`src/rtl/imem_load_ctrl.sv`:
```
// imem_load_ctrl
//   Boot-time loader and fetch controller for the CPU's instruction memory.
//   After reset the controller owns the memory. It assembles big-endian
//   32-bit words from a valid/ready byte stream and writes them in order.
//   A correctly terminated program hands the memory to the CPU fetch port
//   and raises cpu_run. A misaligned or overflowing stream ends in a sticky
//   error state, which only reset clears.
//
//   Optional feature macro: IMEM_LOAD_CHECKSUM_EN
//     When defined, the ld_last byte is followed by one XOR checksum byte.
//     That byte must match the XOR of every program byte before the CPU is
//     released.
//
// Ports
//   clk         rising-edge clock
//   rst         synchronous reset, active-low
//   ld_valid    loader byte valid
//   ld_ready    controller accepts a byte this cycle (LOAD / CHK only)
//   ld_byte     program byte; the first byte of a word lands in [31:24]
//   ld_last     marks the final program byte
//   pc          CPU fetch index in words
//   inst        fetched instruction; zero-latency combinational read
//   cpu_run     CPU may execute
//   load_err    load failed; sticky until reset
//   word_count  number of words written
module imem_load_ctrl #(
  parameter int DEPTH = 16,
  parameter int AW    = 4
) (
  input  logic          clk,
  input  logic          rst,
  input  logic          ld_valid,
  output logic          ld_ready,
  input  logic [7:0]    ld_byte,
  input  logic          ld_last,
  input  logic [31:0]   pc,
  output logic [31:0]   inst,
  output logic          cpu_run,
  output logic          load_err,
  output logic [AW:0]   word_count
);

`ifdef IMEM_LOAD_CHECKSUM_EN
  typedef enum logic [1:0] {S_LOAD, S_RUN, S_ERR, S_CHK} state_t;
`else
  typedef enum logic [1:0] {S_LOAD, S_RUN, S_ERR} state_t;
`endif

  localparam logic [AW:0] W_FULL = (AW+1)'(DEPTH);

  state_t        r_state;
  state_t        w_state_nxt;
  logic [1:0]    r_bcnt;
  logic [23:0]   r_shift;
  logic [AW:0]   r_wcnt;
  logic [31:0]   r_mem [DEPTH];
  logic          w_accept;
  logic          w_wr;
  logic [31:0]   w_wcnt_ext;
`ifdef IMEM_LOAD_CHECKSUM_EN
  logic [7:0]    r_csum;
`endif

  // ld_ready depends only on state, never on ld_valid.
`ifdef IMEM_LOAD_CHECKSUM_EN
  assign ld_ready = (r_state == S_LOAD) || (r_state == S_CHK);
`else
  assign ld_ready = (r_state == S_LOAD);
`endif
  // Gating with rst lets reset dominate: no byte is taken and nothing is
  // written on a reset edge.
  assign w_accept   = ld_valid & ld_ready & rst;
  assign cpu_run    = (r_state == S_RUN);
  assign load_err   = (r_state == S_ERR);
  assign word_count = r_wcnt;
  assign w_wcnt_ext = 32'(r_wcnt);

  always_comb begin
    w_state_nxt = r_state;
    w_wr        = 1'b0;
    case (r_state)
      S_LOAD: begin
        if (w_accept) begin
          if (r_wcnt == W_FULL) begin
            w_state_nxt = S_ERR;              // overflow
          end else if (r_bcnt == 2'd3) begin
            w_wr = 1'b1;
`ifdef IMEM_LOAD_CHECKSUM_EN
            if (ld_last) w_state_nxt = S_CHK;
`else
            if (ld_last) w_state_nxt = S_RUN;
`endif
          end else if (ld_last) begin
            w_state_nxt = S_ERR;              // program ends mid-word
          end
        end
      end
`ifdef IMEM_LOAD_CHECKSUM_EN
      S_CHK: begin
        // ld_last is ignored on the checksum byte.
        if (w_accept) w_state_nxt = (ld_byte == r_csum) ? S_RUN : S_ERR;
      end
`endif
      default: ;
    endcase
  end

  // Fetch path: reads are gated by word_count, so memory contents left over
  // from before the reset are never visible. pc >= DEPTH always fails the
  // compare.
  always_comb begin
    inst = 32'h0;
    if ((r_state == S_RUN) && (pc < w_wcnt_ext)) inst = r_mem[pc[AW-1:0]];
  end

  // Control state.
  always_ff @(posedge clk) begin
    if (!rst) begin
      r_state <= S_LOAD;
      r_bcnt  <= 2'd0;
      r_wcnt  <= '0;
`ifdef IMEM_LOAD_CHECKSUM_EN
      r_csum  <= 8'h0;
`endif
    end else begin
      r_state <= w_state_nxt;
      if (w_accept && (r_state == S_LOAD)) begin
        r_bcnt <= r_bcnt + 2'd1;
`ifdef IMEM_LOAD_CHECKSUM_EN
        r_csum <= r_csum ^ ld_byte;
`endif
      end
      if (w_wr) r_wcnt <= r_wcnt + 1'b1;
    end
  end

  // Datapath: the byte assembly register and the memory have no reset.
  always_ff @(posedge clk) begin
    if (w_accept && (r_state == S_LOAD)) r_shift <= {r_shift[15:0], ld_byte};
    if (w_wr) r_mem[r_wcnt[AW-1:0]] <= {r_shift, ld_byte};
  end

endmodule

```
`config.mk`:
```
export PLATFORM = sky130hd
export DESIGN_NAME = imem_load_ctrl
export DESIGN_NICKNAME = d
export VERILOG_FILES = /design/src/rtl/imem_load_ctrl.sv
export SDC_FILE = /design/constraint.sdc
export NUM_CORES = 1
export LEC_CHECK = 0
export ABC_AREA = 1
export CAP_MARGIN = 20
export CELL_PAD_IN_SITES_DETAIL_PLACEMENT = 0
export CELL_PAD_IN_SITES_GLOBAL_PLACEMENT = 2
export CORE_ASPECT_RATIO = 0.75
export CORE_MARGIN = 5
export CORE_UTILIZATION = 47
export CTS_CLUSTER_DIAMETER = 40
export CTS_CLUSTER_SIZE = 40
export DETAILED_ROUTE_END_ITERATION = 8
export DONT_BUFFER_PORTS = 1
export GPL_TIMING_DRIVEN = 0
export MAX_ROUTING_LAYER = met4
export PLACE_DENSITY = 0.89
export SLEW_MARGIN = 20
export SYNTH_ARGS = -nofsm -noshare
export SYNTH_HDL_FRONTEND = slang
export SYNTH_SLANG_ARGS = --single-unit
```
`constraint.sdc`:
```
create_clock -name clk -period 6.4 [get_ports clk]
set_input_delay 1.92 -clock clk [delete_from_list [all_inputs] [get_ports clk]]
set_output_delay 1.92 -clock clk [all_outputs]
set_load 0.05 [all_outputs]
```
==> results.py <==
metrics = {
    "outcome": {
        "status": "completed",
    },
    "worst_setup_path": {
        "end_kind": "primary output",
        "worstPathArrival_ns": 4.12,
        "path_class": "in2out",
        "crit_fanout": 10,
        "cp-start-kind": "input pin",
        "critPathRequiredTime_ns": 4.48,
    },
    "yosys": {
        "synth_edf_count": 536,
        "synth_top_family_by_area": "simple AND/OR/NAND/NOR gates",
        "synth_flop_cell": "edfxtp_1",
        "syn-num-nets": 1877,
        "syn_avg_cell_area_sq_um": 12.1,
        "netlist_area_sq_um": 22100,
        "yosys.area_share.simple_pct": 19.6,
        "syn_inst": 1824,
        "yosys_warnings": 0,
        "synthArstFlopShare_pct": 0,
        "synth_top_cell_by_area": "edfxtp_1",
        "ys_ff_latch": 545,
        "synth_top_area_share_pct": 72.9,
        "yosysSeqAreaShare_pct": 73.7,
        "yosys.area_share.xor_xnor_pct": 0.119,
        "synthAdderAreaFrac_pct": 0.510,
        "synthMuxAreaShare_pct": 0,
        "synth_compound_area_share_pct": 2.35,
        "yosys-top-cells-area": "edfxtp_1 73%, nand2_1 9.5%, nand3_1 8.7%, a21oi_1 2.3%, buf_2 1.3%",
        "ys_types": 20,
    },
    "cts": {
        "cts_tree": "yes",
        "clock_latency_ns": 0.59,
        "clockBufferDepth": 3,
        "cts.clk_slew.worst_paths_ns": 0.06,
        "ctsHtreeMaxLevel": 2,
        "root_buffer": "clkbuf_16",
        "post_cts_buffers": 0,
        "numCtsBuffers": 52,
        "cts-resized-gates": 0,
        "cts_hold_buf": 0,
        "cts_num_sinks": 545,
    },
    "layout": {
        "diodes": 0,
        "mostFrequentLayoutCell": "nand2_1",
        "syn_to_final_growth_pct": 14.5,
        "finalNonFillerCells": 2571,
        "layout-drive-gt1-share_pct": 11.7,
        "layout_common_cells": "556 x nand2_1, 536 x edfxtp_1, 385 x nand3_1",
        "fin_nets": 1950,
    },
    "route": {
        "via_per_inst": 5.52,
        "drt_wl_total_mm": 59.6,
        "ant_nets": 0,
        "dr_wl_met2_mm": 27.1,
        "drcViolationCount": 0,
        "drt-initial-drc-count": 1442,
        "wl_per_cell_um": 23.2,
        "wl_met3_mm": 5.33,
        "num_vias": 14200,
        "first_pass_iters": 7,
        "top_layer_used": "met4",
        "m1WireLength_mm": 26.3,
    },
    "power_and_ir_drop": {
        "share_seq_of_total_power_pct": 52.7,
        "p_per_area_nw_per_um2": 297,
        "vdd_drop_max_mv": 0.228,
        "leakage_nw": 8.89,
        "p_switching_mw": 1.79,
        "switching_share_pct": 23.9,
        "intPower_mw": 5.71,
        "clkPwrFrac_pct": 42.6,
        "power_frac_comb_pct": 4.7,
    },
    "job": {
        "maxCapViolations": 0,
    },
    "global_route": {
        "grt_max_degree": 23,
        "gr-total-overflow": 0,
        "antenna_found_initial": 0,
        "grt_use_total_pct": 23.9,
        "grt_pass1_vias": 13600,
        "grt_pass1_wl_mm": 88.7,
    },
    "sta": {
        "period_minus_slack_ns": 6.04,
        "fin_setup_tns_ns": 0,
        "finalSetupViolations": 0,
        "tightestPinTransition_ns": 0.998,
        "fin_crit_sh_pct": 94.4,
        "slew_violations": 0,
        "rsz0062_at_grt": "no",
        "relSlewSlack_pct": 33.2,
        "finalHoldViolCount": 0,
        "fmax_mhz": 166,
        "setup_slack_ns": 0.361,
        "skew_ns": 0.0270,
    },
    "floorplanning": {
        "start_util_pct": 47.8,
        "die_x_um": 260,
        "rows": 68,
        "fp.dieH_um": 198,
        "die-area_sq_um": 51400,
        "pin_count": 84,
        "core-area_sq_um": 46200,
    },
    "place": {
        "place_ws_ns": 0.367,
        "place_congestion": 0.821,
        "dp_hpwl_mm": 40.6,
        "placedCellCount": 2473,
        "io_buffers": 0,
    },
    "hold_path": {
        "hp-class": "reg2reg",
    },
}
## power by group through the flow
stage / Combinational [mW] / Sequential, mW / Clock (mW)
after floorplan: 0.231 / 4.02 / 0
after global placement: 0.347 / 4.03 / 0
after detailed placement: 0.353 / 4.03 / 0
after CTS: 0.354 / 3.96 / 3.25
after global routing: 0.393 / 3.96 / 3.40
final: 0.356 / 3.96 / 3.20
## cell usage after synthesis (12+ instances only)
| library cell | number |
|---|---|
| inv_1 | 27 |
| buf_2 | 56 |
| edfxtp_1 | 536 |
| buf_6 | 18 |
| buf_4 | 13 |
| clkbuf_1 | 12 |
| buf_1 | 13 |
| nor2_1 | 72 |
| nand3_1 | 385 |
| a21oi_1 | 102 |
| nand2_1 | 556 |
## routing by layer
layer,global-route usage (%),vias up
met5,-,-
met4,4.17,0
met3,4.58,68
met2,35.8,551
met1,35.0,6970
li1,-,6600
## path summary, 6_finish.rpt
check	from	to	slack (ns)	depth (start not counted)
hold reg to reg	r_bcnt[1]	r_bcnt[1]	0.47	2
setup / recovery	pc[2]	inst[21]	0.36	7
hold / removal	r_bcnt[1]	r_bcnt[1]	0.47	2
setup reg to reg	word_count[0]	r_mem[8][21]	3.32	10
## worst max-delay path: stages
cell,delay [ns]
buf_2,0.18
inv_1,0.23
buf_1,0.63
nand3_1,0.14
nand3_1,0.13
nand3_1,0.13
nor2_1,0.74
## cell families after synthesis
| logic type | Yosys count |
|---|---|
| adders and majority gates | 9 |
| buffers and inverters | 143 |
| and+or+nand+nor | 1021 |
| xor gates and xnor gates | 3 |
| AOI/OAI and AO/OA | 103 |
| DFF | 545 |
## sequential cells by signal (all words and copies together) (netlist names)
| register | count |
|---|---|
| r_bcnt | 2 |
| r_shift | 24 |
| word_count | 5 |
| r_mem | 512 |
| r_state | 2 |
## through the flow
| stage | hold WS [ns] | total power [mW] | utilization, % | area, sq um |
|---|---|---|---|---|
| floorplan | 0.447 | 4.25 | - | 22100 |
| global placement | 0.456 | 4.38 | 49.5 | 22900 |
| detailed placement | 0.463 | 4.39 | 50.8 | 23500 |
| CTS | 0.474 | 7.55 | 54.7 | 25300 |
| global route | 0.497 | 7.75 | 54.7 | 25300 |
| finish | 0.471 | 7.51 | 54.7 | 25300 |
## final cells by class
cell class	count	area, sq um
fill	3829	20900
multi-input combinational	1136	5110
clock inverter	42	473
clock buffer	56	1340
buffer	113	689
sequential	545	16300
timing repair buffer	19	488
inverter	30	115
tap	630	788
No activity file was read; power rests on OpenSTA's default activity.
